[config.mk]
export PLATFORM = sky130hd
export DESIGN_NAME = mult_div_unit
export DESIGN_NICKNAME = d
export VERILOG_FILES = /design/src/rtl/mdu_pkg.sv /design/src/rtl/mdu_sign_conv.sv /design/src/rtl/mult_div_unit.sv
export SDC_FILE = /design/constraint.sdc
export NUM_CORES = 1
export LEC_CHECK = 0
export CAP_MARGIN = 30
export CORE_ASPECT_RATIO = 0.75
export CORE_UTILIZATION = 58
export DETAILED_ROUTE_END_ITERATION = 10
export PLACE_DENSITY = 0.82
export SLEW_MARGIN = 5
export SYNTH_ARGS = -nofsm -noshare
export SYNTH_HDL_FRONTEND = slang
export SYNTH_SLANG_ARGS = --single-unit
[constraint.sdc]
create_clock -name clock -period 8.2 [get_ports clock]
set_clock_uncertainty 0.15 [all_clocks]
set_input_delay 1.64 -clock clock [delete_from_list [all_inputs] [get_ports clock]]
set_output_delay 1.64 -clock clock [all_outputs]
set_load 0.005 [all_outputs]
[src/rtl/mdu_pkg.sv]
// Shared types and constants for the HI/LO multiply/divide unit.
package mdu_pkg;

    localparam int MDU_ITER = 32;

    typedef enum logic [1:0] {
        MDU_MULT,
        MDU_MULTU,
        MDU_DIV,
        MDU_DIVU
    } mdu_op_t;

    typedef enum logic [2:0] {
        IDLE,
        MUL,
        DIV,
        FIX,
        DZ
    } mdu_state_t;

endpackage

[src/rtl/mdu_sign_conv.sv]
// Conditional two's-complement negate; with negate = sign bit it acts as abs().
module mdu_sign_conv #(
    parameter int W = 32
) (
    input  logic [W-1:0] value,
    input  logic         negate,
    output logic [W-1:0] result
);

    assign result = negate ? (W'(0) - value) : value;

endmodule

[src/rtl/mult_div_unit.sv]
// Multicycle HI/LO multiply/divide unit: radix-2 shift-add multiply, restoring divide,
// operands held as magnitudes and sign-corrected in FIX.
module mult_div_unit
    import mdu_pkg::*;
#(
    parameter int WIDTH = MDU_ITER
) (
    input  logic             clock,
    input  logic             reset,
    input  logic             start,
    input  logic [1:0]       op,
    input  logic [WIDTH-1:0] operand_a,
    input  logic [WIDTH-1:0] operand_b,
    input  logic             hi_wr,
    input  logic             lo_wr,
    input  logic [WIDTH-1:0] wr_data,
    output logic [WIDTH-1:0] hi,
    output logic [WIDTH-1:0] lo,
    output logic             busy,
    output logic             done,
    output logic             div_by_zero,
    output logic [2:0]       dbg_state
);

    // Handshake: start is accepted only while busy=0; busy stays high from the
    // accepting edge until the result edge; done pulses for one cycle with HI/LO valid.
    localparam int CW = $clog2(WIDTH + 1);

    mdu_state_t         state_q, state_d;
    logic [WIDTH-1:0]   hi_q, hi_d, lo_q, lo_d;
    logic [WIDTH-1:0]   mcand_q, mcand_d;
    logic [2*WIDTH-1:0] acc_q, acc_d;
    logic [CW-1:0]      cnt_q, cnt_d;
    logic               neg_lo_q, neg_lo_d, neg_hi_q, neg_hi_d;
    logic               div_q, div_d;
    logic               busy_q, busy_d, done_q, done_d, dz_q, dz_d;

    logic               is_signed, is_div;
    logic [WIDTH-1:0]   a_mag, b_mag, quot_fixed, rem_fixed;
    logic [2*WIDTH-1:0] prod_fixed, mul_next, div_next;
    logic [WIDTH:0]     mul_sum, div_trial, div_diff;

    assign is_signed = (op == MDU_MULT) || (op == MDU_DIV);
    assign is_div    = (op == MDU_DIV) || (op == MDU_DIVU);

    mdu_sign_conv #(.W(WIDTH)) u_abs_a (
        .value(operand_a), .negate(is_signed & operand_a[WIDTH-1]), .result(a_mag));
    mdu_sign_conv #(.W(WIDTH)) u_abs_b (
        .value(operand_b), .negate(is_signed & operand_b[WIDTH-1]), .result(b_mag));
    mdu_sign_conv #(.W(2*WIDTH)) u_fix_prod (
        .value(acc_q), .negate(neg_lo_q), .result(prod_fixed));
    mdu_sign_conv #(.W(WIDTH)) u_fix_quot (
        .value(acc_q[WIDTH-1:0]), .negate(neg_lo_q), .result(quot_fixed));
    mdu_sign_conv #(.W(WIDTH)) u_fix_rem (
        .value(acc_q[2*WIDTH-1:WIDTH]), .negate(neg_hi_q), .result(rem_fixed));

    // Multiply: acc = {partial product, remaining multiplier bits}, shifted right each step.
    assign mul_sum  = {1'b0, acc_q[2*WIDTH-1:WIDTH]} + (acc_q[0] ? {1'b0, mcand_q} : '0);
    assign mul_next = {mul_sum, acc_q[WIDTH-1:1]};

    // Divide: acc = {remainder, dividend/quotient}, shifted left; quotient bits enter at bit 0.
    assign div_trial = acc_q[2*WIDTH-1:WIDTH-1];
    assign div_diff  = div_trial - {1'b0, mcand_q};
    assign div_next  = div_diff[WIDTH] ? {div_trial[WIDTH-1:0], acc_q[WIDTH-2:0], 1'b0}
                                       : {div_diff[WIDTH-1:0], acc_q[WIDTH-2:0], 1'b1};

    always_comb begin
        state_d  = state_q;
        hi_d     = hi_q;
        lo_d     = lo_q;
        mcand_d  = mcand_q;
        acc_d    = acc_q;
        cnt_d    = cnt_q;
        neg_lo_d = neg_lo_q;
        neg_hi_d = neg_hi_q;
        div_d    = div_q;
        busy_d   = busy_q;
        done_d   = 1'b0;
        dz_d     = 1'b0;
        case (state_q)
            IDLE: begin
                if (hi_wr) hi_d = wr_data;
                if (lo_wr) lo_d = wr_data;
                if (start) begin
                    busy_d   = 1'b1;
                    cnt_d    = '0;
                    div_d    = is_div;
                    neg_lo_d = is_signed & (operand_a[WIDTH-1] ^ operand_b[WIDTH-1]);
                    neg_hi_d = is_signed & operand_a[WIDTH-1];
                    if (!is_div) begin
                        state_d = MUL;
                        mcand_d = a_mag;
                        acc_d   = {{WIDTH{1'b0}}, b_mag};
                    end else if (operand_b == '0) begin
                        // Raw dividend is kept so DZ can hand it back in HI.
                        state_d = DZ;
                        mcand_d = operand_a;
                    end else begin
                        state_d = DIV;
                        mcand_d = b_mag;
                        acc_d   = {{WIDTH{1'b0}}, a_mag};
                    end
                end
            end
            MUL, DIV: begin
                acc_d = (state_q == MUL) ? mul_next : div_next;
                cnt_d = cnt_q + 1'b1;
                if (cnt_q == CW'(WIDTH - 1)) state_d = FIX;
            end
            FIX: begin
                if (div_q) begin
                    hi_d = rem_fixed;
                    lo_d = quot_fixed;
                end else begin
                    {hi_d, lo_d} = prod_fixed;
                end
                busy_d  = 1'b0;
                done_d  = 1'b1;
                state_d = IDLE;
            end
            DZ: begin
                hi_d    = mcand_q;
                lo_d    = '1;
                busy_d  = 1'b0;
                done_d  = 1'b1;
                dz_d    = 1'b1;
                state_d = IDLE;
            end
            default: begin
                busy_d  = 1'b0;
                state_d = IDLE;
            end
        endcase
    end

    always_ff @(posedge clock or posedge reset) begin
        if (reset) begin
            state_q  <= IDLE;
            hi_q     <= '0;
            lo_q     <= '0;
            mcand_q  <= '0;
            acc_q    <= '0;
            cnt_q    <= '0;
            neg_lo_q <= 1'b0;
            neg_hi_q <= 1'b0;
            div_q    <= 1'b0;
            busy_q   <= 1'b0;
            done_q   <= 1'b0;
            dz_q     <= 1'b0;
        end else begin
            state_q  <= state_d;
            hi_q     <= hi_d;
            lo_q     <= lo_d;
            mcand_q  <= mcand_d;
            acc_q    <= acc_d;
            cnt_q    <= cnt_d;
            neg_lo_q <= neg_lo_d;
            neg_hi_q <= neg_hi_d;
            div_q    <= div_d;
            busy_q   <= busy_d;
            done_q   <= done_d;
            dz_q     <= dz_d;
        end
    end

    assign hi          = hi_q;
    assign lo          = lo_q;
    assign busy        = busy_q;
    assign done        = done_q;
    assign div_by_zero = dz_q;
    assign dbg_state   = state_q;

endmodule

* Word level (Yosys, flattened, before mapping) *
Index checks and enable logic that the tools add are counted.

word-level totals
  flip-flop bits (word level) = 175
  bits in latches = 0
  RAM bits = 0
  ROM bits = 0
  input bits = 103
  output and inout port bits = 70
  memories kept = 0

cells by class
  $add $sub $neg = 8
  multipliers = 0
  divide/modulo/power cells = 0
  magnitude comparators = 0
  eq/ne operators = 12
  shifts and indexed selects = 0
  mux-type cells = 31
  bitwise gates (word level) = 5
  reductions and logical operators = 16

operators with widths
  operator                                                               count
  64-bit 2-to-1 mux                                                      6
  32-bit 2-to-1 mux                                                      11
  32-bit case mux with 3 select lines                                    2
  64-bit case mux with 2 select lines                                    1
  1-bit by 32-bit subtractor with 32-bit output, first input constant    4
  1-bit by 64-bit subtractor with 64-bit output, first input constant    1
  32-bit by 32-bit adder with 33-bit output                              1
  33-bit by 32-bit subtractor with 33-bit output                         1
  32-bit zero test                                                       1
  3-bit 2-to-1 mux                                                       4
  6-bit case mux with 2 select lines                                     1
  2-bit AND reduction                                                    6
  2-bit inequality test, second input constant                           4
  6-bit by 1-bit adder with 6-bit output, second input constant          1
  3-bit by 2-bit equality test with 1-bit output, second input constant  2
  6-bit by 5-bit equality test with 1-bit output, second input constant  1
  6-bit 2-to-1 mux                                                       1
  3-bit case mux with 2 select lines                                     1
  2-bit equality test, second input constant                             2
  2-bit OR reduction                                                     2
  1-bit AND                                                              3
  3-bit by 1-bit equality test with 1-bit output, second input constant  1
  3-bit equality test, second input constant                             1
  3-bit zero test                                                        1
  10 further kinds                                                       13

* Depth between registers and ports, before layout *
Gate-level depths: netlist (run 1).

  word-level depth = 8
  depth in mapped cells = 13
  mapped depth without buffers = 12

* By module *
Synthesis (run 1) repeated with hierarchy kept, for this count alone.

unflattened totals
  cells, all modules = 2330
  area, all modules = 18058.6 um^2

by module, submodules not included
  module                        instances  cells an instance  area each (um^2)  seq. area each (um^2)
  mult_div_unit                 1          1689               13451.7           4379.2
  mdu_sign_conv at u_abs_a ...  4          108                767.0             0.0
  mdu_sign_conv at u_fix_prod   1          209                1539.0            0.0

* Worst setup path before layout (run 1) *
Ideal clock, no wire load.

  kind = input to register
  from = input port operand_b[0]
  to = register acc_q[26]
  library setup time = 0.125 ns
  data arrival time = 4.110 ns
  data required time = 7.925 ns
  slack = 3.816 ns
  stages = 10
  path buffers = 2
  cell sequence = inv_1 > ha_1 > or3b_2 > nor4_2 > nand4_1 > or4_1 > buf_2 > o21ai_4 > buf_4 > mux2_2

on the way
  longest elaborated chain between the ends = 5
  elaborated cells between the ends (all ways) = 8
  classes of those cells = add/sub (1); eq/ne (1); mux (4); reduce/logical (2)

ends and longest elaborated chain
  item                                           line                  text
  start, declared                                mult_div_unit.sv:13   input logic [WIDTH-1:0] operand_b,
  1-bit by 32-bit subtractor with 32-bit output  mdu_sign_conv.sv:10   assign result = negate ? (W'(0) - value) : value;
  32-bit 2-to-1 mux                              mdu_sign_conv.sv:10
  64-bit 2-to-1 mux                              mult_div_unit.sv:90   if (!is_div) begin
  64-bit 2-to-1 mux                              mult_div_unit.sv:84   if (start) begin
  64-bit case mux with 2 select lines            mult_div_unit.sv:80   case (state_q)
  end signal, assigned                           mult_div_unit.sv:142  acc_q <= '0;
  end signal, assigned                           mult_div_unit.sv:155  acc_q <= acc_d;
  end, declared                                  mult_div_unit.sv:32   logic [2*WIDTH-1:0] acc_q, acc_d;

Parallel ways exist; a longest one is shown, timed or not. The select of a mux whose other input is x is not followed.
A chain may end at the register's enable or synchronous reset.

* Worst setup path in the final report (run 1) *
  from = input port operand_b[0]
  to = register acc_q[27]

The elaborated chain is that of the path after synthesis.

==> run_results.csv, run 1 <==
group,metric,value,unit
run_status,outcome,"completed",
clocking,post_cts.repair.setup_buffers,0,
clocking,cts_root_buf,"clkbuf_16",
place,gp_congestion,1.01,
timing,drv_slew,0,
yosys,yosys-top-cells-area,"dfrtp_1 (28%), nand2_1 (6.3%), a21oi_1 (6.0%), xnor2_1 (6.0%), ha_1 (5.6%)",
setup_path,cpPeakStageDelay,0.92,ns
yosys,syn_nets,2179,
yosys,synth_edf_count,0,
floorplan,coreArea,0.0262,mm²
cells_and_area,areaGrowthSynthToFinish,16.1,%
global_route,first_global_vias,15200,
floorplan,rows,51,
place,dp_cells,2422,
clocking,clockBufferDepth,2,
cells_and_area,antenna_cells,0,
setup_path,cp_max_fo,40,
power_and_ir_drop,power_density,463,mW/mm²
clocking,clkLatencyLatePin,0.45,ns
yosys,syn-cell-area,0.0155,mm²
setup_path,cpMaxStageDelayCell,"o21ai_4",
timing,tns,0,ns
floorplan,die-height,144,µm
clocking,cts_tree,"yes",
cells_and_area,layout.nets,2275,
worst_hold_path,hold_path_class,"reg2reg",
global_route,antenna_found_initial,2,
floorplan,die_w,191,µm
timing,min_period,6.00,ns
yosys,synth_top_cell_area_share,28.2,%
yosys,ys_seq_area_share,28.2,%
floorplan,dieArea,0.0275,mm²
timing,slew_headroom,29.1,%
route,routed_via_density,6.90,
yosys,yosysTopAreaCell,"dfrtp_1",
yosys,syn_inst,2005,
power_and_ir_drop,ir_drop,0.276,mV
global_route,grtUsageTotal,44.4,%
place,portBuffers,172,
timing,hold_viol,0,
global_route,grt_pass1_wl,91700,µm
yosys,yosysWarnings,0,
place,dpl.hpwl,46300,µm
floorplan,io_pins,173,
yosys,synth_common_cells,"nand2_1 (259), a21oi_1 (186), dfrtp_1 (175)",
timing,finalSetupViolCount,0,
route,wl,60700,µm
cells_and_area,final_cells,2458,
setup_path,r2r_end,"acc_q[57]",
place,post_dp_cell_area,0.0174,mm²
flow_run,cap_violations,0,
floorplan,initial_core_util,59.4,%
setup_path,end_kind,"flip-flop",
clocking,clk_pin_slew,0.07,ns
clocking,h-tree-depth,4,
worst_hold_path,hold_depth,2,
setup_path,reg2reg_slack,3.79,ns
setup_path,rr_startpoint,"acc_q[0]",
yosys,yosysUniqueCellTypes,78,
timing,post-route-period-util,73.2,%
setup_path,startpoint_type,"input pin",
route,num_vias,17000,
timing,rsz0062_at_grt,"no",
route,drc_errors,0,
yosys,ys.flop_type,"dfrtp_1",
cells_and_area,drive_gt1_share,5.11,%
global_route,globalRoute.totalOverflow,0,
route,ant_nets,0,
setup_path,worstPathRequired,8.37,ns
timing,max_freq,167,MHz
setup_path,path_class,"in2reg",
clocking,cts_resized,0,
route,post_drt_wl_per_cell,24.7,µm
setup_path,arrival,6.17,ns
route,first_pass_iters,8,
route,initialDrtViolationCount,2514,
setup_path,startpoint,"operand_b[0]",
yosys,synthArstFlopShare,100,%
clocking,cts_hold_buf,0,
timing,worst_slew_pin_slew,1.05,ns
setup_path,critPathCapture,"acc_q[27]",
setup_path,path_cells,"clkdlybuf4s50_1 -> inv_1 -> ha_1 -> or3b_2 -> nor4_2 -> nand4_1 -> or4_1 -> o21ai_4 -> buf_4 -> nand2b_1 -> o21ai_0",
global_route,grt_start_max_net_pins,88,
power_and_ir_drop,power.leakage,7.46,nW
yosys,yosys_register_bits,175,
clocking,cts_made_buffers,17,
clocking,clock-sinks,175,
yosys,synthMostInstantiatedCell,"nand2_1",
timing,whs,0.354,ns
cells_and_area,design_area,0.0180,mm²
cells_and_area,fill_cells,2226,
cells_and_area,post-route-util,69.0,%
setup_path,r2r_cells,12,
yosys,syn_area_per_cell,7.75,µm²
-- stage by stage --
| step | total power [mW] | setup WS (ns) |
|---|---|---|
| global placement | 7.13 | 2.08 |
| floorplan | 5.51 | 1.66 |
| global route | 8.86 | 1.96 |
| finish | 8.35 | 2.20 |
| CTS | 8.14 | 2.35 |
| detailed placement | 7.24 | 1.89 |
-- flip-flops by register name, indices dropped and copies added (netlist names) --
name and flops:
cnt_q 6, lo 32, dbg_state 3, div_q 1
neg_hi_q 1, acc_q 64, busy 1, div_by_zero 1
neg_lo_q 1, hi 32, done 1, mcand_q 32
-- power breakdown --
part	switching [mW]	internal, mW	total [mW]
clock network	0.400	0.462	0.862
registers	0.678	1.30	1.98
logic	3.22	2.29	5.50
-- layout by cell type, fill, tap and decap left out, types with 12 or more instances in the layout --
master,instances
dfrtp_1,175
a31oi_1,23
xnor2_1,106
nand4_1,12
a21oi_1,186
o21ai_0,146
o221ai_1,47
clkdlybuf4s50_1,171
o21a_1,12
a211oi_1,20
nor4_1,16
a22oi_1,48
nor3_1,42
nand2_1,259
xor2_1,69
o22ai_1,29
buf_4,24
a21o_1,29
nand3_1,41
ha_1,69
o211ai_1,24
o31ai_1,29
nor2_1,167
or3_1,15
inv_1,73
clkbuf_16,17
or4_1,12
nand2b_1,12
mux2i_1,43
-- cell type report --
class                      count  area [µm²]  share of cell area (%)
tap                          344         430                    2.39
inverter                      76         290                    1.61
multi-input combinational   1631       10400                    57.7
clock inverter                14         154                   0.853
timing repair buffer         200        1940                    10.8
clock buffer                  18         439                    2.43
sequential                   175        4380                    24.3
-- worst min path at each step --
stage | to | startpoint | slack [ns]
finish | hi[7] | hi[7] | 0.35
global route | hi[8] | hi[8] | 0.38
CTS | hi[7] | hi[7] | 0.35
detailed placement | hi[26] | hi[26] | 0.33
global placement | hi[4] | hi[4] | 0.32
floorplan | mcand_q[14] | mcand_q[14] | 0.32
-- cells by family after synthesis --
| group | count (synthesis) | synth area share (%) |
|---|---|---|
| AOI/OAI and AO/OA | 694 | 28.9 |
| and+or+nand+nor | 647 | 19.3 |
| buffers and inverters | 199 | 5.11 |
| xor gates and xnor gates | 175 | 9.86 |
| DFF | 175 | 28.2 |
| adders and majority gates | 71 | 5.81 |
| muxes | 44 | 2.84 |
-- critical path: cells and delay by family --
kind | cells | cell delay [ns]
AND/OR/NAND/NOR | 5 | 2.33
AO/OA/AOI/OAI | 2 | 1.04
buffers and inverters | 3 | 0.96
adder cells (fa/ha/maj) | 1 | 0.17
-- routing by layer --
layer	vias to the layer above	part of all wire [%]	GRT usage, %
li1	7542	-	-
met1	8093	42	64.3
met2	1209	40	61.2
met3	109	15	15.5
met4	2	2.6	13.4
met5	-	0.015	0
No activity file was read; power rests on OpenSTA's default activity.
==> run 2, diff against run 1 <==
clock period = 6 ns   (was 8.2 ns; I/O delays follow)
==> run 2 against run 1 <==
  * Sequential power increased by 37%
  * Clock power increased by 48%
  * Via count increased by 0.76%
  * Largest power group unchanged
  * Largest cell class unchanged
  * Combinational power increased by 39%
  * Register-to-register slack got worse by 2.2 ns
  * Clock-buffer cell count increased by 2
==> run_results.csv, run 2 (synthesis gave the netlist of run 1 again) <==
group,metric,value,unit
run_status,outcome,"completed",
clocking,post_cts.repair.setup_buffers,0,
power_and_ir_drop,sw_frac_of_total,51.2,%
floorplan,rows,51,
timing,finalSetupViolCount,0,
setup_path,critPathCapture,"acc_q[27]",
floorplan,die-height,144,µm
cells_and_area,final_common_cell,"nand2_1",
clocking,h-tree-depth,4,
route,ant_nets,0,
floorplan,die_w,191,µm
global_route,first_global_vias,15200,
power_and_ir_drop,power.leakage,7.49,nW
setup_path,path_class,"in2reg",
timing,post-route-period-util,80.7,%
cells_and_area,drive_gt1_share,5.01,%
clocking,cts_hold_buf,0,
timing,hold_viol,0,
route,num_vias,17100,
power_and_ir_drop,finalPower,11.6,mW
cells_and_area,largest_register_ffs,64,
route,drc_errors,0,
clocking,clock-sinks,175,
setup_path,rr_startpoint,"mcand_q[17]",
worst_hold_path,hold_path_class,"reg2reg",
cells_and_area,areaGrowthSynthToFinish,16.7,%
power_and_ir_drop,ir_drop,0.362,mV
power_and_ir_drop,pwr-share-seq,23.4,%
clocking,cts_resized,0,
place,gp_congestion,0.996,
timing,max_freq,206,MHz
route,post_drt_wl_per_cell,25.1,µm
global_route,grtUsageTotal,45.1,%
timing,slew_headroom,32.7,%
timing,worst_slew_pin_slew,1.00,ns
setup_path,r2r_cells,11,
timing,drv_slew,0,
power_and_ir_drop,power_frac_comb,65.6,%
global_route,grt_start_max_net_pins,144,
setup_path,r2r_end,"acc_q[57]",
timing,min_period,4.84,ns
setup_path,end_kind,"flip-flop",
global_route,grt_pass1_wl,92900,µm
flow_run,cap_violations,0,
place,portBuffers,172,
timing,tns,0,ns
global_route,antenna_found_initial,0,
global_route,globalRoute.totalOverflow,0,
power_and_ir_drop,p_int,5.68,mW
setup_path,startpoint,"operand_b[0]",
floorplan,coreArea,0.0262,mm²
cells_and_area,top_register,"acc_q",
power_and_ir_drop,switchingPower,5.96,mW
clocking,clk_pin_slew,0.07,ns
setup_path,arrival,5.03,ns
power_and_ir_drop,power_density,642,mW/mm²
floorplan,dieArea,0.0275,mm²
clocking,clockBufferDepth,2,
place,dp_slack,0.786,ns
floorplan,initial_core_util,59.4,%
route,first_pass_iters,8,
clocking,clkLatencyLatePin,0.45,ns
place,dpl.hpwl,47000,µm
setup_path,worstPathRequired,6.18,ns
timing,rsz0062_at_grt,"no",
setup_path,reg2reg_slack,1.63,ns
timing,fin_ws,1.16,ns
clocking,cts_tree,"yes",
clocking,cts_made_buffers,17,
clocking,cts_root_buf,"clkbuf_16",
cells_and_area,post-route-util,69.3,%
cells_and_area,final_cell_mix,"nand2_1 (259), a21oi_1 (186), dfrtp_1 (175), clkdlybuf4s50_1 (171), nor2_1 (167)",
setup_path,startpoint_type,"input pin",
route,routed_via_density,6.94,
power_and_ir_drop,pwr-share-clk,11.0,%
floorplan,io_pins,173,
setup_path,cp_max_fo,25,
route,initialDrtViolationCount,2521,
route,wl,61700,µm
cells_and_area,layout.nets,2276,
-- run 2: cell count changes in the layout (fill, tap and decap cells not counted), sizes merged --
| cell | change |
|---|---|
| buf | +1 |
| bufinv | +3 |
| clkbuf | +2 |
| clkinv | -3 |
| clkinvlp | +2 |
| diode | +2 |
| inv | -4 |
-- run 2: stage by stage --
step / instances / hold slack (ns) / cell area [µm²]
2_1_floorplan: 2005 / 0.322 / 15500
3_3_place_gp: 2424 / 0.325 / 17400
3_5_place_dp: 2425 / 0.329 / 17400
4_1_cts: 2457 / 0.347 / 18100
5_1_grt: 2459 / 0.380 / 18100
6_report: 2461 / 0.346 / 18100
-- run 2: worst min path at each step --
stage,startpoint,to,slack (ns),cells past startpoint
finish,hi[3],hi[3],0.35,2
global route,hi[5],hi[5],0.38,2
CTS,hi[3],hi[3],0.35,2
detailed placement,hi[3],hi[3],0.33,2
global placement,hi[25],hi[25],0.32,2
floorplan,mcand_q[14],mcand_q[14],0.32,2
-- run 2: layout make-up --
class / count / area, µm²
timing repair buffer: 201 / 1980
tap: 344 / 430
clock inverter: 12 / 206
multi-input combinational: 1631 / 10400
antenna: 2 / 5.00
fill: 2170 / 8020
clock buffer: 20 / 447
inverter: 76 / 289
sequential: 175 / 4380
-- run 2: critical path, cell delays in order --
cell	delay, ns
clkdlybuf4s50_1	0.48
inv_1	0.11
ha_1	0.16
or3b_2	0.49
nor4_2	0.51
nand4_1	0.33
or4_1	0.55
o21ai_4	0.54
buf_4	0.35
nand2b_1	0.18
o21ai_0	0.11
-- run 2: routing by layer --
layer / part of all wire, % / GRT usage (%) / routed length (µm) / vias up
met3: 16 / 17.6 / 9830 / 137
met1: 41 / 64.9 / 25500 / 8129
met2: 39 / 61.0 / 24400 / 1276
met4: 3.2 / 14.0 / 1990 / 0
met5: 0 / 0 / 0 / -
li1: - / - / - / 7542
-- run 2: power groups by stage --
| stage | Combinational [mW] | Sequential [mW] | Clock (mW) |
|---|---|---|---|
| after global routing | 8.22 | 2.74 | 1.32 |
| after global placement | 7.17 | 2.65 | 0 |
| after detailed placement | 7.28 | 2.66 | 0 |
| after floorplan | 5.29 | 2.24 | 0 |
| after CTS | 7.36 | 2.66 | 1.27 |
| final | 7.64 | 2.72 | 1.28 |
